===== src/rtl/mem_stage_pkg.sv =====
// ============================================================================
// Module : mem_stage_pkg
// Brief  : Shared widths, base address, FSM encodings and the MEM/WB payload.
// Rev    : 1.0 - initial release
// ============================================================================
`default_nettype none

package mem_stage_pkg;

    localparam int          WORD_W        = 32;
    localparam int          REG_IDX_W     = 4;
    localparam logic [31:0] DEF_BASE_ADDR = 32'd1024;

    localparam logic [0:0]  S_IDLE = 1'b0;
    localparam logic [0:0]  S_WAIT = 1'b1;

    typedef struct packed {
        logic                 wb_en;
        logic                 mem_r_en;
        logic [REG_IDX_W-1:0] dest;
        logic [WORD_W-1:0]    alu_result;
        logic [WORD_W-1:0]    mem_data;
        logic                 align_err;
    } mem_wb_t;

endpackage

`default_nettype wire


===== src/rtl/mem_stage_data_memory.sv =====
// ============================================================================
// Module : data_memory
// Brief  : Word-wide data RAM, synchronous write and combinational read.
// Rev    : 1.0 - initial release
// ============================================================================
`default_nettype none

module data_memory
    import mem_stage_pkg::*;
#(
    parameter int DEPTH = 64,
    parameter int AW    = 6
) (
    input  logic              clk,
    input  logic              i_we,
    input  logic [AW-1:0]     i_addr,
    input  logic [WORD_W-1:0] i_wdata,
    output logic [WORD_W-1:0] o_rdata
);

    // Contents are deliberately not reset.
    logic [WORD_W-1:0] r_mem [DEPTH];

    always_ff @(posedge clk) begin
        if (i_we) begin
            r_mem[i_addr] <= i_wdata;
        end
    end

    assign o_rdata = r_mem[i_addr];

endmodule

`default_nettype wire


===== src/rtl/mem_stage.sv =====
// ============================================================================
// Module : mem_stage
// Brief  : Pipeline memory stage with wait-state FSM, freeze and MEM/WB reg.
//          Optional macro MEM_ALIGN_CHECK_EN flags and suppresses misaligned ops.
// Rev    : 1.0 - initial release
// ============================================================================
`default_nettype none

module mem_stage
    import mem_stage_pkg::*;
#(
    parameter int          DEPTH       = 64,
    parameter logic [31:0] BASE_ADDR   = DEF_BASE_ADDR,
    parameter int          WAIT_CYCLES = 3
) (
    input  logic                 clk,
    input  logic                 rst_n,
    input  logic                 in_valid,
    input  logic                 wb_en_in,
    input  logic                 mem_read,
    input  logic                 mem_write,
    input  logic [REG_IDX_W-1:0] dest_in,
    input  logic [WORD_W-1:0]    alu_result,
    input  logic [WORD_W-1:0]    st_val,
    output logic                 freeze,
    output logic                 out_valid,
    output logic                 wb_en_out,
    output logic                 mem_r_en_out,
    output logic [REG_IDX_W-1:0] dest_out,
    output logic [WORD_W-1:0]    alu_result_out,
    output logic [WORD_W-1:0]    mem_data_out,
    output logic                 align_err
);

    localparam int             AW       = (DEPTH > 1) ? $clog2(DEPTH) : 1;
    localparam int             CW       = (WAIT_CYCLES > 0) ? $clog2(WAIT_CYCLES + 1) : 1;
    localparam logic [CW-1:0]  CNT_LAST = CW'(WAIT_CYCLES);
    localparam logic [WORD_W-1:0] SPAN  = WORD_W'(DEPTH * 4);

    logic [0:0]        r_state;
    logic [0:0]        w_next_state;
    logic [CW-1:0]     r_cnt;
    logic [CW-1:0]     w_next_cnt;
    logic              w_freeze;
    logic              w_access;
    logic              w_mem_op;
    logic              w_capture;
    logic              w_misalign;
    logic              w_in_range;
    logic              w_we;
    logic [WORD_W-1:0] w_offset;
    logic [AW-1:0]     w_idx;
    logic [WORD_W-1:0] w_rdata;
    mem_wb_t           r_wb;

    assign w_mem_op   = in_valid & (mem_read | mem_write);
    assign w_offset   = alu_result - BASE_ADDR;
    // Comparing the byte offset against the byte span is equivalent to idx < DEPTH.
    assign w_in_range = (alu_result >= BASE_ADDR) && (w_offset < SPAN);
    assign w_idx      = w_offset[AW+1:2];

`ifdef MEM_ALIGN_CHECK_EN
    assign w_misalign = (alu_result[1:0] != 2'b00);
`else
    assign w_misalign = 1'b0;
`endif

    always_comb begin
        w_next_state = r_state;
        w_next_cnt   = r_cnt;
        w_freeze     = 1'b0;
        w_access     = 1'b0;
        case (r_state)
            S_IDLE: begin
                if (w_mem_op) begin
                    if (WAIT_CYCLES == 0) begin
                        w_access = 1'b1;
                    end else begin
                        w_freeze     = 1'b1;
                        w_next_state = S_WAIT;
                        w_next_cnt   = CW'(1);
                    end
                end
            end
            S_WAIT: begin
                if (r_cnt == CNT_LAST) begin
                    w_access     = 1'b1;
                    w_next_state = S_IDLE;
                    w_next_cnt   = '0;
                end else begin
                    w_freeze   = 1'b1;
                    w_next_cnt = r_cnt + CW'(1);
                end
            end
            default: begin
                w_next_state = S_IDLE;
                w_next_cnt   = '0;
            end
        endcase
    end

    always_ff @(posedge clk or negedge rst_n) begin
        if (!rst_n) begin
            r_state <= S_IDLE;
            r_cnt   <= '0;
        end else begin
            r_state <= w_next_state;
            r_cnt   <= w_next_cnt;
        end
    end

    // Gating with rst_n makes an in-flight access abort cleanly while reset is held.
    assign freeze    = w_freeze & rst_n;
    assign w_we      = w_access & mem_write & w_in_range & ~w_misalign & rst_n;
    assign w_capture = w_access | ((r_state == S_IDLE) & in_valid & ~w_mem_op);

    data_memory #(
        .DEPTH (DEPTH),
        .AW    (AW)
    ) u_dmem (
        .clk     (clk),
        .i_we    (w_we),
        .i_addr  (w_idx),
        .i_wdata (st_val),
        .o_rdata (w_rdata)
    );

    always_ff @(posedge clk or negedge rst_n) begin
        if (!rst_n) begin
            out_valid <= 1'b0;
            r_wb      <= '0;
        end else if (w_capture) begin
            out_valid          <= 1'b1;
            r_wb.wb_en         <= wb_en_in;
            r_wb.mem_r_en      <= mem_read & w_mem_op;
            r_wb.dest          <= dest_in;
            r_wb.alu_result    <= alu_result;
            r_wb.mem_data      <= (w_mem_op && mem_read && w_in_range) ? w_rdata : '0;
            r_wb.align_err     <= w_mem_op & w_misalign;
        end else begin
            out_valid <= 1'b0;
        end
    end

    assign wb_en_out      = r_wb.wb_en;
    assign mem_r_en_out   = r_wb.mem_r_en;
    assign dest_out       = r_wb.dest;
    assign alu_result_out = r_wb.alu_result;
    assign mem_data_out   = r_wb.mem_data;
    assign align_err      = r_wb.align_err;

endmodule

`default_nettype wire


===== config.mk =====
export PLATFORM = sky130hd
export DESIGN_NAME = mem_stage
export DESIGN_NICKNAME = d
export VERILOG_FILES = /design/src/rtl/mem_stage_pkg.sv /design/src/rtl/mem_stage_data_memory.sv /design/src/rtl/mem_stage.sv
export SDC_FILE = /design/constraint.sdc
export NUM_CORES = 2
export LEC_CHECK = 0
export ABC_AREA = 1
export CORE_MARGIN = 2
export CORE_UTILIZATION = 25
export CTS_BUF_LIST = sky130_fd_sc_hd__clkbuf_16
export DETAILED_ROUTE_END_ITERATION = 8
export PLACE_DENSITY = 0.37
export SLEW_MARGIN = 20
export SYNTH_ARGS = -nofsm -noshare
export SYNTH_HDL_FRONTEND = slang
export SYNTH_SLANG_ARGS = --single-unit
export TNS_END_PERCENT = 50

===== constraint.sdc =====
create_clock -name clk -period 8.6 [get_ports clk]
set_input_delay 0.86 -clock clk [delete_from_list [all_inputs] [get_ports clk]]
set_output_delay 0.86 -clock clk [all_outputs]
set_load 0.02 [all_outputs]

== Word-level counts from Yosys, hierarchy flattened ==
Memories as Yosys holds them, arrays and structs flattened.
Index checks and enable logic that the tools add are counted.
Storage, ports and cells
  register bits: 74
  bits in writable memories: 2048
  bits of input ports: 74
  memories: 1
Memories
  u_dmem.r_mem: words 64, width 32, read ports 1, clocked after memory_dff 0, wr ports 1, RTL line mem_stage_data_memory.sv:22  | logic [WORD_W-1:0] r_mem [DEPTH];
Operators by class
  $add $sub $neg: 2
  magnitude comparators: 2
  equal/unequal tests: 2
  multiplexer cells: 12
  bitwise operators: 12
  reductions and logical operators: 3
Operators by type and width (count)
  32-bit by 11-bit greater-or-equal comparator with 1-bit output (second input constant): 1
  32-bit by 9-bit < comparator with 1-bit output (second input constant): 1
  32-bit 2-to-1 mux: 1
  32-bit by 11-bit subtractor with 32-bit output (second input constant): 1
  1-bit bitwise AND: 8
  1-bit 2-to-1 mux: 7
  2-bit 2-to-1 mux: 2
  2-bit one-hot mux with 2 select lines: 1
  1-bit logical AND: 3
  2-bit by 1-bit adder with 2-bit output (second input constant): 1
  2-bit equality test (second input constant): 1
  2-bit != test (second input constant): 1
  1-bit NOT: 2
  1-bit bitwise OR: 2
  1-bit one-hot mux with 2 select lines: 1

== Longest topological paths before layout ==
  word-level depth: 8
  gate-level depth with buffers: 18
  gate-level depth less buffers: 14

== Cells and area by module ==
Synthesis repeated with hierarchy kept, for this count alone.
Second synthesis, totals
  cell total of the unflattened synthesis: 8823
  area, all modules: 89245.6 um2
Modules (own cells, without submodules)
  data_memory: instances 1, cells an instance 8408, area each 85862.3 um2, sequential area each 61499.0 um2
  mem_stage: instances 1, cells an instance 415, area each 3383.2 um2, sequential area each 1851.8 um2

== Least setup slack after synthesis ==
No wires, ideal clock.
  path type: input to register
  from: input alu_result[14]
  to: memory u_dmem.r_mem[0][0], enable pin
  library setup time: 0.421 ns
  arrival time: 3.462 ns
  required time: 8.179 ns
  path slack: 4.717 ns
  stages on the path: 11
  buffers on the path: 0
  path through: nor2_2 nand2_1 nor2_4 nor2_1 nor2_1 nand3_1 nor2_2 nand2_2 nor2_8 nand4_4 nor2_1
Between the ends
  cells in the longest elaborated chain, start to end: 7
  elaborated cells between the ends (all ways): 8
  classes of those cells: add/sub: 1; order compare: 2; mux: 2; bitwise: 2; reduce/logical: 1
Ends and longest elaborated chain
  start: declaration: RTL line mem_stage.sv:23  | input logic [WORD_W-1:0] alu_result,
  32-bit by 11-bit subtractor with 32-bit output: RTL line mem_stage.sv:57  | assign w_offset = alu_result - BASE_ADDR;
  32-bit by 9-bit < comparator with 1-bit output: RTL line mem_stage.sv:59  | assign w_in_range = (alu_result >= BASE_ADDR) && (w_offset < SPAN);
  1-bit logical AND *: RTL line mem_stage.sv:59
  1-bit bitwise AND * (2 in a row): RTL line mem_stage.sv:114  | assign w_we = w_access & mem_write & w_in_range & ~w_misalign & rst_n;
  1-bit 2-to-1 mux *: RTL line mem_stage_data_memory.sv:25  | if (i_we) begin
  1-bit 2-to-1 mux (not written as such) *: RTL line mem_stage_data_memory.sv:26  | r_mem[i_addr] <= i_wdata;
  end: declaration: RTL line mem_stage_data_memory.sv:22
Mark *: on every way between the ends. The rest lies on a longest branch, timed or not.

== Final worst setup path ==
  from: input alu_result[4]
  to: memory u_dmem.r_mem[16][26], enable pin
Between the ends
  cells in the longest elaborated chain, start to end: 7
  elaborated cells between the ends (all ways): 8
  classes of those cells: add/sub: 1; order compare: 2; mux: 2; bitwise: 2; reduce/logical: 1
Ends and longest elaborated chain (RTL line)
  32-bit by 11-bit subtractor with 32-bit output: mem_stage.sv:57
  32-bit by 9-bit < comparator with 1-bit output: mem_stage.sv:59
  1-bit logical AND: mem_stage.sv:59
  1-bit bitwise AND (2 in a row): mem_stage.sv:114
  1-bit 2-to-1 mux: mem_stage_data_memory.sv:25
  1-bit 2-to-1 mux (not written as such): mem_stage_data_memory.sv:26
Parallel ways exist; a longest one is shown, timed or not.

==> results.md <==
* Status: finished clean
* Critical Path AT at 4.83 ns
* Register-to-Register Path Depth at 6
* DRT iter0 DRCs at 5690
* Worst reg2reg startpoint: r_cnt[0]$_DFFE_PN0P_
* Yosys top cell by area: edfxtp_1
* Endpoints failing hold at 0
* Hold depth at 1
* Fin. max-slew vios at 0
* Io pins at 147
* Crit-path cells: clkbuf_8 > nor2_4 > nand2_1 > buf_4 > inv_2 > nand4_4 > nor2_4 > buf_12
* Final setup fails at 0
* Clock Skew at 0.0902 ns
* Inserted Clock Buffers at 245
* Largest family of logic cells by synthesized area: simple AND/OR/NAND/NOR gates
* GRT overflow at 0
* Post-synthesis area per instance at 10.4 µm²
* Fin crit share at 0.492
* Post-synthesis net count at 8706
* CTS tree: done
* Int Pwr at 0.0177 W
* Core area at 358000 µm²
* Pwr dens at 226 nW/µm²
* FMAX at 236 MHz
* RSZ-0062 raised after global routing: no
* Most common cell after layout, fill and taps aside: nand2_1
* Site Rows at 220
* First-pass GRT wire length at 478000 µm
* CP Capture Type: flip-flop
* Power Total at 0.0238 W
* Switching fraction of total power at 0.257
* Area fraction of the dominant cell type after synthesis at 0.685
* ANT nets after route at 0
* Hold-fix buffers at CTS at 1
* Initial antenna violation count at 34
* Worst Hold Path EP: u_dmem.r_mem[14][14]$_DFFE_PP_
* Vias in the first global route at 58.4k
* Synth Area in Adders at 0.000139
* Worst hold start: st_val[14]
* Cts repair resizes at 0
* Top post-synthesis cells by area: edfxtp_1 69%, nand2_1 14%, inv_1 4.4%
* Most frequent cells in the layout: 3337 x nand2_1, 2048 x edfxtp_1, 1111 x inv_1
* RePlAce Congestion at 0.854
* CP required at 9.20 ns
* Initial core utilization at 0.250
* CP most frequent cell: nor2_4
* Slowest stage delay, CP at 0.70 ns
* CTS root buffer: clkbuf_16
* RR Endpoint: u_dmem.r_mem[54][17]$_DFFE_PP_
* Die height at 603 µm
* Clock Latency Late Sink at 0.94 ns
* Worst-path maximum fanout at 30
* Xor/xnor share of the synthesized area at 0
* Post-DP HPWL at 201000 µm
* Maximum VDD drop at 0.000162 V
* Die area at 364000 µm²
* Syn Std Cell Area at 89800 µm²
* Sequential-to-total area share from yosys stat at 0.706
* Clock share of power at 0.426
* DRC at 0
* Worst setup SP type: primary input
* Largest delay share family, worst path: simple AND/OR/NAND/NOR gates
* Yosys warnings at 0
* Total clock sinks at 2122
* Class of the most critical setup path: in -> reg
* Htree depth at 4
* Layout cells sized above 1 at 0.0731
* Reg power frac at 0.483
* Vias/cell at 4.37
* I/O Buffers at 145
* Leakage at 43.1 nW
* Max-Cap Viols at 0
* WL/cell at 24.9 µm
* Slew @ Worst Pin at 1.17 ns
* DR vias at 60.3k
* Synth Area in Compound Gates at 0.0204
* Cell variety after synth at 38
* Crit path max-delay cell type: nor2_4
* Reg clk slew, reported paths at 0.06 ns
* Chip Width at 603 µm
* Global Route Usage Sum at 0.186
* Mux contribution to synthesized area at 0
* Worst Path Buf+Inv at 4
* Slew headroom at 0.223
* Final #Nets at 8894
* Setup bufs post-CTS at 0
* Post-Route WL at 344000 µm
* Clock Tree Buf Depth at 4
* Fin crit period at 4.23 ns
* Hold WC Path Type: in -> reg
* Gate power share at 0.091
* Drt first pass iters at 6
* Post-synthesis simple-gate area fraction at 0.209
* Largest net degree at the start of global routing at 131
* Area added between synthesis and finish at 17.2%
* Net switching power at 0.00612 W
* Reg2Reg Setup Slack at 5.15 ns
* Number of synthesized register bits at 2122
* Fin Setup TNS at 0 ns
* Mapped Cells at 8631
sequential cells by signal (all words and copies together) (netlist names):
signal and cells:
u_dmem.r_mem 2048, alu_result_out 32, mem_data_out 32, dest_out 4, r_cnt 2, mem_r_en_out 1, out_valid 1, r_state 1
wb_en_out 1
power groups by stage:
stage / Clock [W] / Sequential (W) / Combinational, W
global placement: 0 / 0.0117 / 0.00222
global route: 0.0107 / 0.0115 / 0.00232
floorplan: 0 / 0.0118 / 0.000831
detailed placement: 0 / 0.0117 / 0.00220
CTS: 0.0104 / 0.0115 / 0.00221
finish: 0.0101 / 0.0115 / 0.00217
kinds of logic after synthesis:
family | Yosys count
AOI/OAI and AO/OA | 345
adders and majority gates | 1
buffers and inverters | 1447
DFF | 2122
other | 1
and+or+nand+nor | 4715
through the flow:
| stage | hold WS [ns] | cell area [µm²] | setup WS (ns) | cells | util |
|---|---|---|---|---|---|
| global placement | 0.457 | 97300 | 2.99 | 13335 | 0.272 |
| floorplan | 0.475 | 89800 | 4.72 | 8631 | - |
| finish | 0.148 | 105000 | 4.37 | 13808 | 0.294 |
| CTS | 0.0684 | 105000 | 4.16 | 13794 | 0.293 |
| global route | 0.111 | 105000 | 4.27 | 13798 | 0.293 |
| detailed placement | 0.457 | 97500 | 3.18 | 13341 | 0.272 |
worst reg2reg max path, stage by stage, from the launching register on:
cell,delay (ns)
dfrtp_1,0.36
ha_1,0.17
nand2_1,0.12
nor2_4,0.53
nand4_4,0.61
nor2_4,0.64
buf_4,0.56
per-layer routing:
| metal | wire length (µm) | share of wire | track usage | up-vias |
|---|---|---|---|---|
| met3 | 16300 | 0.047 | 0.0180 | 392 |
| met2 | 161000 | 0.47 | 0.307 | 1571 |
| met1 | 158000 | 0.46 | 0.260 | 30193 |
| met4 | 8580 | 0.025 | 0.0454 | 2 |
| li1 | - | - | - | 28141 |
| met5 | 13 | 0.000038 | 0 | - |
layout make-up:
type / instances / area, µm²
Clock inverter: 202 / 1360
Clock buffer: 250 / 6260
Sequential cell: 2122 / 63400
Fill cell: 37256 / 253000
Timing Repair Buffer: 320 / 2980
Multi-Input combinational cell: 5062 / 21200
Tap cell: 4773 / 5970
Antenna cell: 11 / 27.5
Inverter: 1068 / 4030
Yosys cell counts, drive strengths merged:
library cell,count
nand2,3345
inv,1061
o211ai,2
nand3b,70
o22ai,15
nand4,24
edfxtp,2048
o22a,2
conb,1
nor2,878
a21oi,35
o21bai,23
o21a,1
clkinv,7
or2,17
o221ai,3
clkbuf,147
dfrtp,74
nor3,10
buf,232
nand3,365
and2,6
ha,1
o21ai,264
worst max-delay path by stage:
| stage | endpoint | slack, ns | startpoint | depth (start not counted) |
|---|---|---|---|---|
| 4_1_cts | u_dmem.r_mem[24][29]$_DFFE_PP_ | 4.16 | alu_result[4] | 7 |
| 5_1_grt | mem_data_out[0]$_DFFE_PN0P_ | 4.27 | alu_result[2] | 15 |
| 2_1_floorplan | u_dmem.r_mem[0][0]$_DFFE_PP_ | 4.72 | alu_result[14] | 11 |
| 6_report | u_dmem.r_mem[16][26]$_DFFE_PP_ | 4.37 | alu_result[4] | 8 |
| 3_3_place_gp | u_dmem.r_mem[16][11]$_DFFE_PP_ | 2.99 | alu_result[4] | 7 |
| 3_5_place_dp | u_dmem.r_mem[24][20]$_DFFE_PP_ | 3.18 | alu_result[4] | 7 |
Power figures use the tool's default switching activity.
